## src/rtl/iob_eth_arb_pkg.sv

```systemverilog
// Shared encodings for the CPU/ethmac memory arbiter: FSM states, one-hot
// grant values and the watchdog terminal count.
package iob_eth_arb_pkg;

    typedef enum logic [1:0] {
        ST_IDLE = 2'd0,
        ST_CPU  = 2'd1,
        ST_ETH  = 2'd2,
        ST_RESP = 2'd3
    } arb_state_t;

    localparam logic [1:0] GNT_NONE = 2'b00;
    localparam logic [1:0] GNT_CPU  = 2'b01;
    localparam logic [1:0] GNT_ETH  = 2'b10;

    // Watchdog terminal count: all ones for a counter of the given width.
    function automatic logic [31:0] wdog_tc(input int unsigned width);
        return (32'd1 << width) - 32'd1;
    endfunction

endpackage

```

## src/rtl/iob_eth_mem_arb.sv

```systemverilog
// Round-robin arbiter sharing one memory port between the CPU native bus
// and the ethmac Wishbone DMA master, with a watchdog on stalled accesses.
//
// state   | meaning
// IDLE    | no owner; sample CPU/ETH requests and grant
// CPU     | CPU owns memory; wait for mem_ready or watchdog
// ETH     | ETH DMA owns memory; wait for mem_ready or watchdog
// RESP    | one-cycle ready/ack/err pulse, then back to IDLE
module iob_eth_mem_arb
    import iob_eth_arb_pkg::*;
#(
    parameter int ADDR_W    = 16,
    parameter int DATA_W    = 32,
    parameter int TIMEOUT_W = 8
) (
    input  logic                clk,
    input  logic                rst,
    input  logic                cpu_valid,
    input  logic [ADDR_W-1:0]   cpu_address,
    input  logic [DATA_W-1:0]   cpu_wdata,
    input  logic [DATA_W/8-1:0] cpu_wstrb,
    output logic [DATA_W-1:0]   cpu_rdata,
    output logic                cpu_ready,
    input  logic [31:0]         eth_wb_adr_i,
    input  logic [DATA_W/8-1:0] eth_wb_sel_i,
    input  logic                eth_wb_we_i,
    input  logic [DATA_W-1:0]   eth_wb_dat_i,
    output logic [DATA_W-1:0]   eth_wb_dat_o,
    input  logic                eth_wb_cyc_i,
    input  logic                eth_wb_stb_i,
    output logic                eth_wb_ack_o,
    output logic                eth_wb_err_o,
    output logic                mem_valid,
    output logic [ADDR_W-1:0]   mem_address,
    output logic [DATA_W-1:0]   mem_wdata,
    output logic [DATA_W/8-1:0] mem_wstrb,
    input  logic [DATA_W-1:0]   mem_rdata,
    input  logic                mem_ready,
    output logic [1:0]          gnt_o
);

    localparam logic [TIMEOUT_W-1:0] WDOG_TC = TIMEOUT_W'(wdog_tc(TIMEOUT_W));

    arb_state_t           state;
    logic [1:0]           last_gnt;
    logic [TIMEOUT_W-1:0] wdog;
    logic [TIMEOUT_W-1:0] wdog_inc;
    logic                 eth_abort;
    logic                 cpu_req;
    logic                 eth_req;
    logic                 cpu_wins;
    logic                 done;
    logic                 unused_adr_hi;

    assign cpu_req       = cpu_valid;
    assign eth_req       = eth_wb_cyc_i & eth_wb_stb_i;
    assign cpu_wins      = cpu_req & (~eth_req | (last_gnt == GNT_ETH));
    assign wdog_inc      = wdog + 1'b1;
    assign done          = mem_ready | (wdog_inc == WDOG_TC);
    assign unused_adr_hi = ^eth_wb_adr_i[31:ADDR_W];

    always_ff @(posedge clk or negedge rst) begin
        if (!rst) begin
            state        <= ST_IDLE;
            last_gnt     <= GNT_ETH;
            wdog         <= '0;
            eth_abort    <= 1'b0;
            cpu_rdata    <= '0;
            cpu_ready    <= 1'b0;
            eth_wb_dat_o <= '0;
            eth_wb_ack_o <= 1'b0;
            eth_wb_err_o <= 1'b0;
            mem_valid    <= 1'b0;
            mem_address  <= '0;
            mem_wdata    <= '0;
            mem_wstrb    <= '0;
            gnt_o        <= GNT_NONE;
        end else begin
            case (state)
                ST_IDLE: begin
                    if (cpu_wins) begin
                        state       <= ST_CPU;
                        last_gnt    <= GNT_CPU;
                        gnt_o       <= GNT_CPU;
                        mem_valid   <= 1'b1;
                        mem_address <= cpu_address;
                        mem_wdata   <= cpu_wdata;
                        mem_wstrb   <= cpu_wstrb;
                        wdog        <= '0;
                    end else if (eth_req) begin
                        state       <= ST_ETH;
                        last_gnt    <= GNT_ETH;
                        gnt_o       <= GNT_ETH;
                        mem_valid   <= 1'b1;
                        mem_address <= eth_wb_adr_i[ADDR_W-1:0];
                        mem_wdata   <= eth_wb_dat_i;
                        mem_wstrb   <= eth_wb_we_i ? eth_wb_sel_i : '0;
                        wdog        <= '0;
                        eth_abort   <= 1'b0;
                    end
                end
                ST_CPU, ST_ETH: begin
                    if (state == ST_ETH && !eth_wb_stb_i) begin
                        eth_abort <= 1'b1;
                    end
                    if (done) begin
                        state     <= ST_RESP;
                        mem_valid <= 1'b0;
                        gnt_o     <= GNT_NONE;
                        if (state == ST_CPU) begin
                            cpu_ready <= 1'b1;
                            cpu_rdata <= mem_ready ? mem_rdata : '0;
                        end else if (eth_wb_stb_i && !eth_abort) begin
                            // A master that withdrew its strobe gets no response.
                            if (mem_ready) begin
                                eth_wb_ack_o <= 1'b1;
                                eth_wb_dat_o <= mem_rdata;
                            end else begin
                                eth_wb_err_o <= 1'b1;
                            end
                        end
                    end else begin
                        wdog <= wdog_inc;
                    end
                end
                ST_RESP: begin
                    state        <= ST_IDLE;
                    cpu_ready    <= 1'b0;
                    eth_wb_ack_o <= 1'b0;
                    eth_wb_err_o <= 1'b0;
                end
                default: state <= ST_IDLE;
            endcase
        end
    end

endmodule

```

## config.mk

```make
export PLATFORM = sky130hd
export DESIGN_NAME = iob_eth_mem_arb
export DESIGN_NICKNAME = d
export VERILOG_FILES = /design/src/rtl/iob_eth_arb_pkg.sv /design/src/rtl/iob_eth_mem_arb.sv
export SDC_FILE = /design/constraint.sdc
export NUM_CORES = 1
export LEC_CHECK = 0
export CAP_MARGIN = 40
export CORE_ASPECT_RATIO = 1.25
export CORE_MARGIN = 1.5
export CORE_UTILIZATION = 37
export CTS_CLUSTER_SIZE = 14
export DETAILED_ROUTE_END_ITERATION = 7
export PLACE_DENSITY = 0.86
export SYNTH_ARGS = -nofsm -noshare
export SYNTH_HDL_FRONTEND = slang
export SYNTH_SLANG_ARGS = --single-unit
```

## constraint.sdc

```tcl
create_clock -name clk -period 2.4 [get_ports clk]
set_input_delay 0.48 -clock clk [delete_from_list [all_inputs] [get_ports clk]]
set_output_delay 0.48 -clock clk [all_outputs]
set_load 0.02 [all_outputs]
```

# Word level (Yosys, flattened, before mapping)
# Index checks and enable logic that the tools add are counted.
[totals]
regBits = 135
in_bits = 159
wordCells = 95
out_inout_bits = 122
[op_classes]
n_eq_ne = 16
n_addsub = 1
bitwise = 6
n_reduce_logical = 19
mux = 39
[op_table]
columns = ["operator", "n"]
rows = [
  ["two-way mux 32 bit", 3],
  ["two-way mux 16 bit", 2],
  ["two-way mux 8 bit", 3],
  ["!= test 2 bit (second input constant)", 10],
  ["two-way mux 1 bit", 16],
  ["one-hot mux 8 bit (2 select lines)", 1],
  ["AND reduction 5 bit", 3],
  ["two-way mux 4 bit", 3],
  ["AND reduction 3 bit", 4],
  ["one-hot mux 1 bit (2 select lines)", 5],
  ["adder 8 x 1 -> 8 bit (second input constant)", 1],
  ["== test 8 bit (second input constant)", 1],
  ["two-way mux 2 bit", 4],
  ["== test 2 bit (second input constant)", 3],
  ["one-hot mux 2 bit (3 select lines)", 1],
  ["nonzero test 2 bit", 3],
  ["one-hot mux 2 bit (2 select lines)", 1],
  ["AND reduction 2 bit", 2],
  ["AND reduction 4 bit", 1],
  ["!= test 3 bit (second input constant)", 1],
  ["bitwise AND 1 bit", 2],
  ["== test 2 x 1 -> 1 bit (second input constant)", 1],
  ["logical AND 1 bit", 2],
  ["logical NOT 1 bit", 2],
  ["4 further kinds", 6],
]

# Logic depth before layout (Yosys ltp)
# Gate-level depths: netlist of run 1.
[depth]
word_depth = 6
depth_mapped = 9
ltp_nobuf = 7

# Worst setup path after synthesis of run 1
# Ideal clock, no wire load.
[synth_path]
path_kind = "reg2reg"
from = "register wdog[1]"
to = "register wdog[3]"
arrival_ns = 2.119
path_slack_ns = 0.161
setup_ns = 0.120
path_stages_with_launch = 10
path_buffers = 2
path_cell_list = "dfrtp_1 > ha_1 > buf_4 > a21oi_1 > o311a_1 > or3_4 > a31oi_4 > buf_6 > a311oi_1 > a31o_1"
[synth_between]
elab_chain_cells = 5
[synth_rtl]
columns = ["element", "line_no", "text"]
rows = [
  ["from (decl)", "iob_eth_mem_arb.sv:46", "logic [TIMEOUT_W-1:0] wdog;"],
  ["from (signal assigned)", "iob_eth_mem_arb.sv:123", "wdog <= wdog_inc;"],
  ["adder 8 x 1 -> 8 bit (*)", "iob_eth_mem_arb.sv:58", "assign wdog_inc = wdog + 1'b1;"],
  ["== test 8 bit", "iob_eth_mem_arb.sv:59", "assign done = mem_ready | (wdog_inc == WDOG_TC);"],
  ["bitwise OR 1 bit", "iob_eth_mem_arb.sv:59", ""],
  ["!= test 2 bit (no source line)", "-", ""],
  ["AND reduction 3 bit (no source line)", "-", ""],
]
# Mark *: on every way between the ends. The rest lies on a longest branch, timed or not. The select of a mux whose other input is x is not followed.
# A chain may end at the register's enable or synchronous reset.

# Worst setup path after layout of run 1
[layout_path]
from = "register wdog[0]"
to = "register cpu_ready"
[layout_between]
elab_chain_cells = 5
[layout_rtl]
columns = ["element", "line_no", "text"]
rows = [
  ["adder 8 x 1 -> 8 bit", "iob_eth_mem_arb.sv:58", ""],
  ["== test 8 bit", "iob_eth_mem_arb.sv:59", ""],
  ["bitwise OR 1 bit", "iob_eth_mem_arb.sv:59", ""],
  ["!= test 2 bit (no source line)", "-", ""],
  ["AND reduction 3 bit (no source line)", "-", ""],
  ["to (signal assigned)", "iob_eth_mem_arb.sv:69", "cpu_ready <= 1'b0;"],
  ["to (signal assigned)", "iob_eth_mem_arb.sv:111", "cpu_ready <= 1'b1;"],
  ["to (signal assigned)", "iob_eth_mem_arb.sv:128", "cpu_ready <= 1'b0;"],
  ["to (decl)", "iob_eth_mem_arb.sv:23", "output logic cpu_ready,"],
]
# No other way between the ends.

==> results of run 1 <==
==> routing by layer <==
layer | vias up | GRT usage | part of all wire
li1 | 2486 | - | -
met1 | 2640 | 0.2629 | 0.37
met2 | 213 | 0.3904 | 0.52
met3 | 58 | 0.05764 | 0.056
met4 | 0 | 0.1127 | 0.046
met5 | - | 0 | 0
==> cell usage in the layout (no fill, tap or decap), types with 2 or more instances in the layout <==
master             n
a211oi_1           2
a21bo_2            2
a21o_1             4
a21oi_1            6
a222oi_1          31
a22o_1             2
a22oi_1            3
a311oi_1           5
a31o_1             5
a31oi_1            2
and3_2             2
buf_12             5
buf_4             18
buf_6              2
clkbuf_1           3
clkbuf_16         17
clkbuf_8           5
clkdlybuf4s50_1  263
clkinv_2           3
clkinvlp_4         3
dfrtp_1          134
ha_1               7
inv_1             43
inv_2              2
mux2_2            33
mux2i_1           23
nand2_1           60
nand3_1            6
nand3b_1           2
nand4_1           36
nor2_1             6
nor3_1             3
nor4bb_1           2
o21ai_0           54
o2bb2ai_1          2
==> registers in the layout (all words and copies together), names as in the netlist <==
register / flops
mem_valid: 1
eth_wb_dat_o: 32
state: 2
gnt_o: 2
eth_wb_err_o: 1
cpu_ready: 1
mem_wstrb: 4
mem_wdata: 32
eth_wb_ack_o: 1
wdog: 8
last_gnt: 2
eth_abort: 1
mem_address: 16
cpu_rdata: 32
==> through the flow <==
step	total power, µW	cell area (µm²)
finish	12700	9520
global route	13450	9520
CTS	12800	9515
detailed placement	10230	8942
global placement	10030	8942
floorplan	7169	5978
==> cells by family after synthesis <==
family | synth area share
DFF | 0.5653
and+or+nand+nor | 0.1061
AOI/OAI and AO/OA | 0.1499
buffers and inverters | 0.06153
muxes | 0.1026
adders and majority gates | 0.01465
==> power by group <==
part	switching (µW)	leakage, µW	internal, µW	total (µW)
logic	3400	0.00234	2890	6280
clock network	936	0.000275	1560	2490
registers	592	0.00168	3330	3920
==> final timing paths <==
kind	start	to	slack, ns
setup reg to reg	wdog[0]	cpu_ready	0.12
hold / removal	rst	wdog[3]	0.05
max in group asynchronous	rst	last_gnt[1]	1.67
setup / recovery	wdog[0]	cpu_ready	0.12
hold reg to reg	last_gnt[0]	last_gnt[0]	0.47
min in group clk	last_gnt[0]	last_gnt[0]	0.47
==> what timing repair did <==
action | 4_1_cts | 5_1_grt
endpoints found under the setup margin | 0 | 3
hold buffers | 0 | 0
resized for setup | 0 | 2
buffers inserted | 0 | 0
==> final cells by class <==
type	instances	area (µm²)
Multi-Input combinational cell	315	2243
Inverter	45	168.9
Clock buffer	25	505.5
Clock inverter	7	67.56
Sequential cell	135	3379
Tap cell	212	265.3
Fill cell	1280	6177
Timing Repair Buffer	288	2890
==> reports/metrics.cfg, run 1 <==
[outcome]
outcome = complete, but fails checks
failed_checks = DRC

[setup_path]
cpLargestDelayFamily = compound AO/OA/AOI/OAI gates
cp.depth = 7
critPathBufInv = 0
arrival_ns = 2.56
r2r_cells = 7
setup.worst_path.end_class = register
critPathMaxFanout = 5
crit_chain = ha_1 -> a21oi_1 -> mux2i_1 -> o21ai_0 -> a31oi_4 -> a211oi_1 -> mux2_1
cp_slowest_stage_delay_ns = 0.38
crit_type = reg -> reg
critical_path.slowest_cell = dfrtp_1
crit_required_ns = 2.68
start_kind = register

[cts]
ctsLongestPathBuffers = 2
cts_root_buf = clkbuf_16
clock_sinks = 135
cts_htree_levels = 4
clk-insertion-delay-late_ns = 0.41
clkTransAtPathRegs_ns = 0.06
cts_tree = done
numCtsBuffers = 17

[grt]
grt_pass1_vias = 5598
grt_pass1_wl_um = 29900
grtUsageTotal = 0.2291
grt_max_degree = 73
antenna_found_initial = 0
grt-ovfl-total = 0

[final_layout]
fin_cells = 1027
areaGrowthSynthToFinish_pct = 59.25
n_antenna_cell = 0
postLayoutCoreUtil = 0.6065
drive_gt1_frac = 0.1264
final_nets = 968

[route]
dr.pass1.iters = 8
drc = 19
routed_wl_um = 19080
vias = 5397
drtIter0Drc = 452
ant_nets = 0
viasPerCell = 5.255
wl_per_cell_um = 18.58

[synth]
yosysMostFrequentCell = dfrtp_1
ys_async_sr_fraction = 1.000
netlist.area_leader.share = 0.5609
syn_area_um2 = 5978
synthCells = 538
ys_types = 49
ys.flop_type = dfrtp_1
synth_common_cells = 134 x dfrtp_1, 60 x nand2_1, 54 x o21ai_0, 43 x inv_1, 36 x nand4_1
synth_area_leader_cell = dfrtp_1
ys_top_cells_by_area = dfrtp_1 56%, mux2_2 6.2%, a222oi_1 5.2%
synth-edff-count = 0
ys_ff_latch = 135
ys_seq_area_frac = 0.5653
syn_nets = 704
yosysWarnings = 0
syn-mean-instance-area_um2 = 11.11

[min_path]
hold_class = in -> async

[die]
fp.dieH_um = 145.1
die_w_um = 116.7
start_util = 0.3808
num_io_pins = 281
fp.coreArea_um2 = 15700
die_area_um2 = 16930
fp-row-count = 51

[place]
portBuffers = 264
dp.cells = 995
post-place-ws_ns = 0.08635
gp_congestion = 0.8571
dp_hpwl_um = 13690

[sta]
fin_crit_sh = 0.9479
fin_hold_ws_ns = 0.04808
setup_viol = 0
min_period_ns = 2.275
final_max_slew_viol_count = 0
slew_headroom = 0.6225
worst_pin_slew_ns = 0.5662
finalWorstSetupSlack_ns = 0.1250
hold_viol_final = 0
fin_setup_tns_ns = 0
rsz0062_at_grt = no
clock_skew_ns = 0.01189
max_freq_ghz = 0.4396

[job]
max_cap_viol_count = 0

[power_and_ir_drop]
leakage_uw = 0.004295
p_per_area_nw_per_um2 = 1334
vdd_drop_max_uv = 651.1

No activity file was read; power rests on OpenSTA's default activity.
==> run 2, diff against run 1 <==
--- a/config.mk
+++ b/config.mk
@@ -7,9 +7,7 @@
 export LEC_CHECK = 0
 export CAP_MARGIN = 40
 export CORE_ASPECT_RATIO = 1.25
-export CORE_MARGIN = 1.5
 export CORE_UTILIZATION = 37
-export CTS_CLUSTER_SIZE = 14
 export DETAILED_ROUTE_END_ITERATION = 7
 export PLACE_DENSITY = 0.86
 export SYNTH_ARGS = -nofsm -noshare
==> reports/metrics.cfg, run 2 (synthesis gave the netlist of run 1 again) <==
[power_and_ir_drop]
p_int_uw = 7791  ; was 7780 µW
clkPwrFrac = 0.198  ; was 0.196
seq_power_share = 0.310  ; was 0.309
vdd_drop_max_uv = 664.8  ; was 651.1 µV
p_comb_frac = 0.492  ; was 0.495
p_sw_uw = 4903  ; was 4924 µW
p_per_area_nw_per_um2 = 1335  ; was 1334 nW/µm²
leakage_uw = 0.004291  ; was 0.004295 µW
swShare = 0.3863  ; was 0.3876

[route]
ant_nets = 0  ; unchanged
wl_per_cell_um = 17.99  ; was 18.58 µm
drc = 0  ; was 19
viasPerCell = 5.170  ; was 5.255
vias = 5294  ; was 5397
routed_wl_um = 18420  ; was 19080 µm
drtIter0Drc = 524  ; was 452
dr.pass1.iters = 8  ; unchanged

[cts]
cts_htree_levels = 4  ; unchanged
cts_tree = done  ; unchanged
clkTransAtPathRegs_ns = 0.06  ; about the same
ctsLongestPathBuffers = 2  ; unchanged
clock_sinks = 135  ; unchanged
postCtsSetupBuffers = 0  ; unchanged
numCtsBuffers = 17  ; unchanged
clk-insertion-delay-late_ns = 0.41  ; about the same
cts_root_buf = clkbuf_16  ; unchanged

[grt]
grt_pass1_vias = 5312  ; was 5598
grt_pass1_wl_um = 27760  ; was 29900 µm
grtUsageTotal = 0.2187  ; was 0.2291
grt_max_degree = 69  ; was 73
grt-ovfl-total = 0  ; unchanged
antenna_found_initial = 0  ; unchanged

[final_layout]
final_nets = 966  ; was 968
layout_commonest_cell = clkdlybuf4s50_1  ; unchanged
multi_input_area_um2 = 2246  ; was 2243 µm²
final_cell_mix = 263 x clkdlybuf4s50_1, 134 x dfrtp_1, 60 x nand2_1  ; unchanged
n_antenna_cell = 0  ; unchanged
areaGrowthSynthToFinish_pct = 59.10  ; was 59.25%
drive_gt1_frac = 0.1232  ; was 0.1264
top_regs = cpu_rdata: 32 flops, eth_wb_dat_o: 32 flops, mem_wdata: 32 flops  ; unchanged
regArea_um2 = 3379  ; unchanged
fill_cells = 1295  ; was 1280

[setup_path]
setup.worst_path.end_class = register  ; unchanged
start_kind = register  ; unchanged
crit_type = reg -> reg  ; unchanged
cp_slowest_stage_delay_ns = 0.39  ; was 0.38 ns
crit_required_ns = 2.69  ; was 2.68 ns
critPathMaxFanout = 39  ; was 5
critical_path.slowest_cell = or3_4  ; was dfrtp_1
crit_chain = ha_2 -> a21oi_1 -> o311a_1 -> or3_4 -> a31oi_4 -> buf_12 -> a311oi_1 -> a31o_1  ; was ha_1 -> a21oi_1 -> mux2i_1 -> o21ai_0 -> a31oi_4 -> a211oi_1 -> mux2_1
arrival_ns = 2.56  ; about the same

[min_path]
hold_class = reg -> reg  ; was in -> async

[die]
num_io_pins = 281  ; unchanged
fp-row-count = 51  ; unchanged
fp.coreArea_um2 = 15700  ; unchanged
die_area_um2 = 16670  ; was 16930 µm²
die_w_um = 115.7  ; was 116.7 µm
start_util = 0.3808  ; unchanged
fp.dieH_um = 144.1  ; was 145.1 µm

[sta]
rsz0062_at_grt = no  ; unchanged
slew_headroom = 0.7125  ; was 0.6225
hold_viol_final = 0  ; unchanged
fin_crit_sh = 0.9445  ; was 0.9479
clock_skew_ns = 0.007184  ; was 0.01189 ns
final_max_slew_viol_count = 0  ; unchanged
setup_viol = 0  ; unchanged
fin_setup_tns_ns = 0  ; unchanged
finalWorstSetupSlack_ns = 0.1333  ; was 0.1250 ns
max_freq_ghz = 0.4412  ; was 0.4396 GHz
min_period_ns = 2.267  ; was 2.275 ns
fin_hold_ws_ns = 0.4770  ; was 0.04808 ns
worst_pin_slew_ns = 0.4254  ; was 0.5662 ns

[outcome]
outcome = finished clean  ; was complete, but fails checks

[place]
post-place-ws_ns = 0.04182  ; was 0.08635 ns
portBuffers = 264  ; unchanged
dp_hpwl_um = 13180  ; was 13690 µm
gp_congestion = 0.7797  ; was 0.8571

[job]
max_cap_viol_count = 0  ; unchanged

-- run 2: path summary, 6_finish.rpt --
check | startpoint | to | slack, ns | cells after the start
worst max-delay path | wdog[0] | wdog[2] | 0.13 | 8
worst min-delay path | mem_wstrb[3] | mem_wstrb[3] | 0.48 | 2
worst max register to register | wdog[0] | wdog[2] | 0.13 | 8
worst min register to register | mem_wstrb[3] | mem_wstrb[3] | 0.48 | 2
max in group asynchronous | rst | last_gnt[1] | 1.19 | 3
min in group asynchronous | rst | eth_wb_dat_o[6] | 0.53 | 2
-- run 2: what timing repair did --
| action | 4_1_cts | 5_1_grt |
|---|---|---|
| hold buffers | 1 | 0 |
| resized for setup | 0 | 2 |
| endpoints found under the hold margin | 30 | 0 |
| setup endpoints to repair | 0 | 9 |
-- run 2: metrics by stage --
stage          total power, µW    util  cells  area [µm²]
6_report                 12690  0.6059   1024        9512
5_1_grt                  13420  0.6059   1024        9512
4_1_cts                  12790  0.6057   1024        9508
3_5_place_dp             10200  0.5690    992        8932
3_3_place_gp             10010  0.5690    992        8932
2_1_floorplan             7169       -    538        5978
-- run 2: layout make-up --
cell class / instances / area share
Inverter: 45 / 0.01776
Tap cell: 212 / 0.02789
Clock buffer: 22 / 0.04880
Sequential cell: 135 / 0.3553
Timing Repair Buffer: 286 / 0.3035
Clock inverter: 9 / 0.01066
Multi-Input combinational cell: 315 / 0.2361
-- run 2: power by group through the flow --
| stage | Combinational, µW | Clock (µW) | Sequential, µW |
|---|---|---|---|
| final | 6250 | 2510 | 3940 |
| after global routing | 6700 | 2670 | 4060 |
| after CTS | 6300 | 2560 | 3930 |
| after detailed placement | 6260 | 0 | 3940 |
| after global placement | 6110 | 0 | 3900 |
| after floorplan | 2110 | 0 | 5060 |
-- run 2: routing by layer --
| layer | wire length, µm | global-route usage |
|---|---|---|
| met5 | 0 | 0 |
| met4 | 622 | 0.1066 |
| met3 | 1004 | 0.05616 |
| met2 | 9850 | 0.3757 |
| met1 | 6944 | 0.2525 |
-- run 2: worst max-delay path: cells and delay by family, from the launching register on --
| kind | cells | cell delay (ns) |
|---|---|---|
| AOI/OAI and AO/OA | 5 | 0.95 |
| and+or+nand+nor | 1 | 0.39 |
| DFF | 1 | 0.35 |
| adders and majority gates | 1 | 0.22 |
| buffers and inverters | 1 | 0.22 |
==> RTL edit, RTL diff (config.mk and constraints of run 1) <==
Encoding of `arb_state_t`: now one-hot (4 bits for 4 states).
--- a/src/rtl/iob_eth_arb_pkg.sv
+++ b/src/rtl/iob_eth_arb_pkg.sv
@@ -4,7 +4,7 @@
 
-    typedef enum logic [1:0] {
-        ST_IDLE = 2'd0,
-        ST_CPU  = 2'd1,
-        ST_ETH  = 2'd2,
-        ST_RESP = 2'd3
+    typedef enum logic [3:0] {
+        ST_IDLE = 4'b0001,
+        ST_CPU  = 4'b0010,
+        ST_ETH  = 4'b0100,
+        ST_RESP = 4'b1000
     } arb_state_t;
Behaviour: same outputs for any inputs over 4 cycles, from zero or initial values and one cycle with rst low; so few cycles prove little.
==> RTL edit against run 1 <==
Synthesized area fell by 7.3%; largest cell class unchanged; highest routed layer unchanged; sequential cell count rose by 2; total power fell by 9.2%; routed wire length down 18%; first-iteration DRC count decreased by 33%; via count shrank 12%; cell count shrank 9.3%; the run still ends with design-rule violations left; final area decreased by 5.0%; critical endpoint is now cpu_rdata[7]; worst setup slack improved by 0.075 ns; non-clock buffer count decreased by 11.
==> RTL edit: results (changes against run 1) <==
Yosys
  – Register area share after synthesis: 0.619 (was 0.565)
  – Adder-Cell Fraction of Synth Area: 0.00451 (was 0.0147)
  – XOR/XNOR Fraction of Synth Area: 0.00632 (was 0)
  – Post-Syn Nets: 638 (was 704)
  – Distinct cell type count of the synthesized netlist: 45 (was 49)
  – Most frequent cells after synthesis: 135 x dfrtp_1, 110 x nand2_1, 52 x a22oi_1, 33 x mux2_2, 32 x a22o_1 (was 134 x dfrtp_1, 60 x nand2_1, 54 x o21ai_0, 43 x inv_1, 36 x nand4_1)
  – Compound-Gate Fraction of Synth Area: 0.157 (was 0.150)

Power
  – Maximum VDD drop: 0.000631 V (was 0.000651 V)
  – Leak: 4.11 nW (was 4.30 nW)
  – Combinational power: 5.18 mW (was 6.28 mW)

STA
  – Relative slew slack: 0.627 (was 0.623)
  – Clock skew: 0.0116 ns (was 0.0119 ns)
  – Setup WS post-layout: 0.200 ns (was 0.125 ns)

Worst setup path
  – Max incr delay on CP: 0.47 ns (was 0.38 ns)
  – Crit path max fanout: 33 (was 5)
  – Worst setup path endpoint: cpu_rdata[7] (was cpu_ready)
  – Critical-path top delay cell: o211ai_1 (was dfrtp_1)

Run status
  – Status: finished with violations (unchanged)
  – Failing checks: design-rule violations (unchanged)

CTS
  – Number of hold buffers added after cts: 1 (was 0)

Detailed routing
  – 1st-iter DRT viols: 302 (was 452)
  – Metal2 WL: 8.03 mm (was 10.0 mm)
  – Number of remaining DRC errors: 20 (was 19)
  – Routed wl met3: 1.23 mm (was 1.08 mm)
  – Via-to-Cell Ratio: 5.10 (was 5.26)

GRT
  – Met1 Usage GRT: 0.228 (was 0.263)
  – Global-route usage over all layers: 0.207 (was 0.229)
  – Global-route wire length before repair: 25.4 mm (was 29.9 mm)
  – Largest net degree at the start of global routing: 58 (was 73)
  – Met2 GRT Util: 0.366 (was 0.390)

Cells and area
  – Share of post-route cells with drive strength above 1: 0.114 (was 0.126)
  – Nets: 901 (was 968)

Worst hold path
  – Path category of the worst min-delay check: register to register (was input pin to asynchronous set/reset pin)
==> RTL edit: cell count changes in the layout (fill, tap and decap cells not counted), sizes merged, moves of 22 or more <==
cell,before,now
inv,45,6
a22oi,3,52
a222oi,31,0
nand4,36,1
a22o,3,32
nand2,60,110
o21ai,55,6
mux2i,23,1
==> RTL edit: metrics by stage <==
| step | std cells | cell area, um2 |
|---|---|---|
| 3_5_place_dp | 898 | 8450 |
| 6_report | 931 | 9040 |
| 3_3_place_gp | 898 | 8450 |
| 2_1_floorplan | 477 | 5540 |
| 5_1_grt | 931 | 9040 |
| 4_1_cts | 931 | 9040 |
==> RTL edit: final cells by class <==
type	instances	share of cell area
clock buffer	21	0.0509
clock inverter	11	0.0136
inverter	6	0.00249
multi-input combinational	301	0.217
sequential	137	0.379
tap	178	0.0246
timing repair buffer	277	0.312
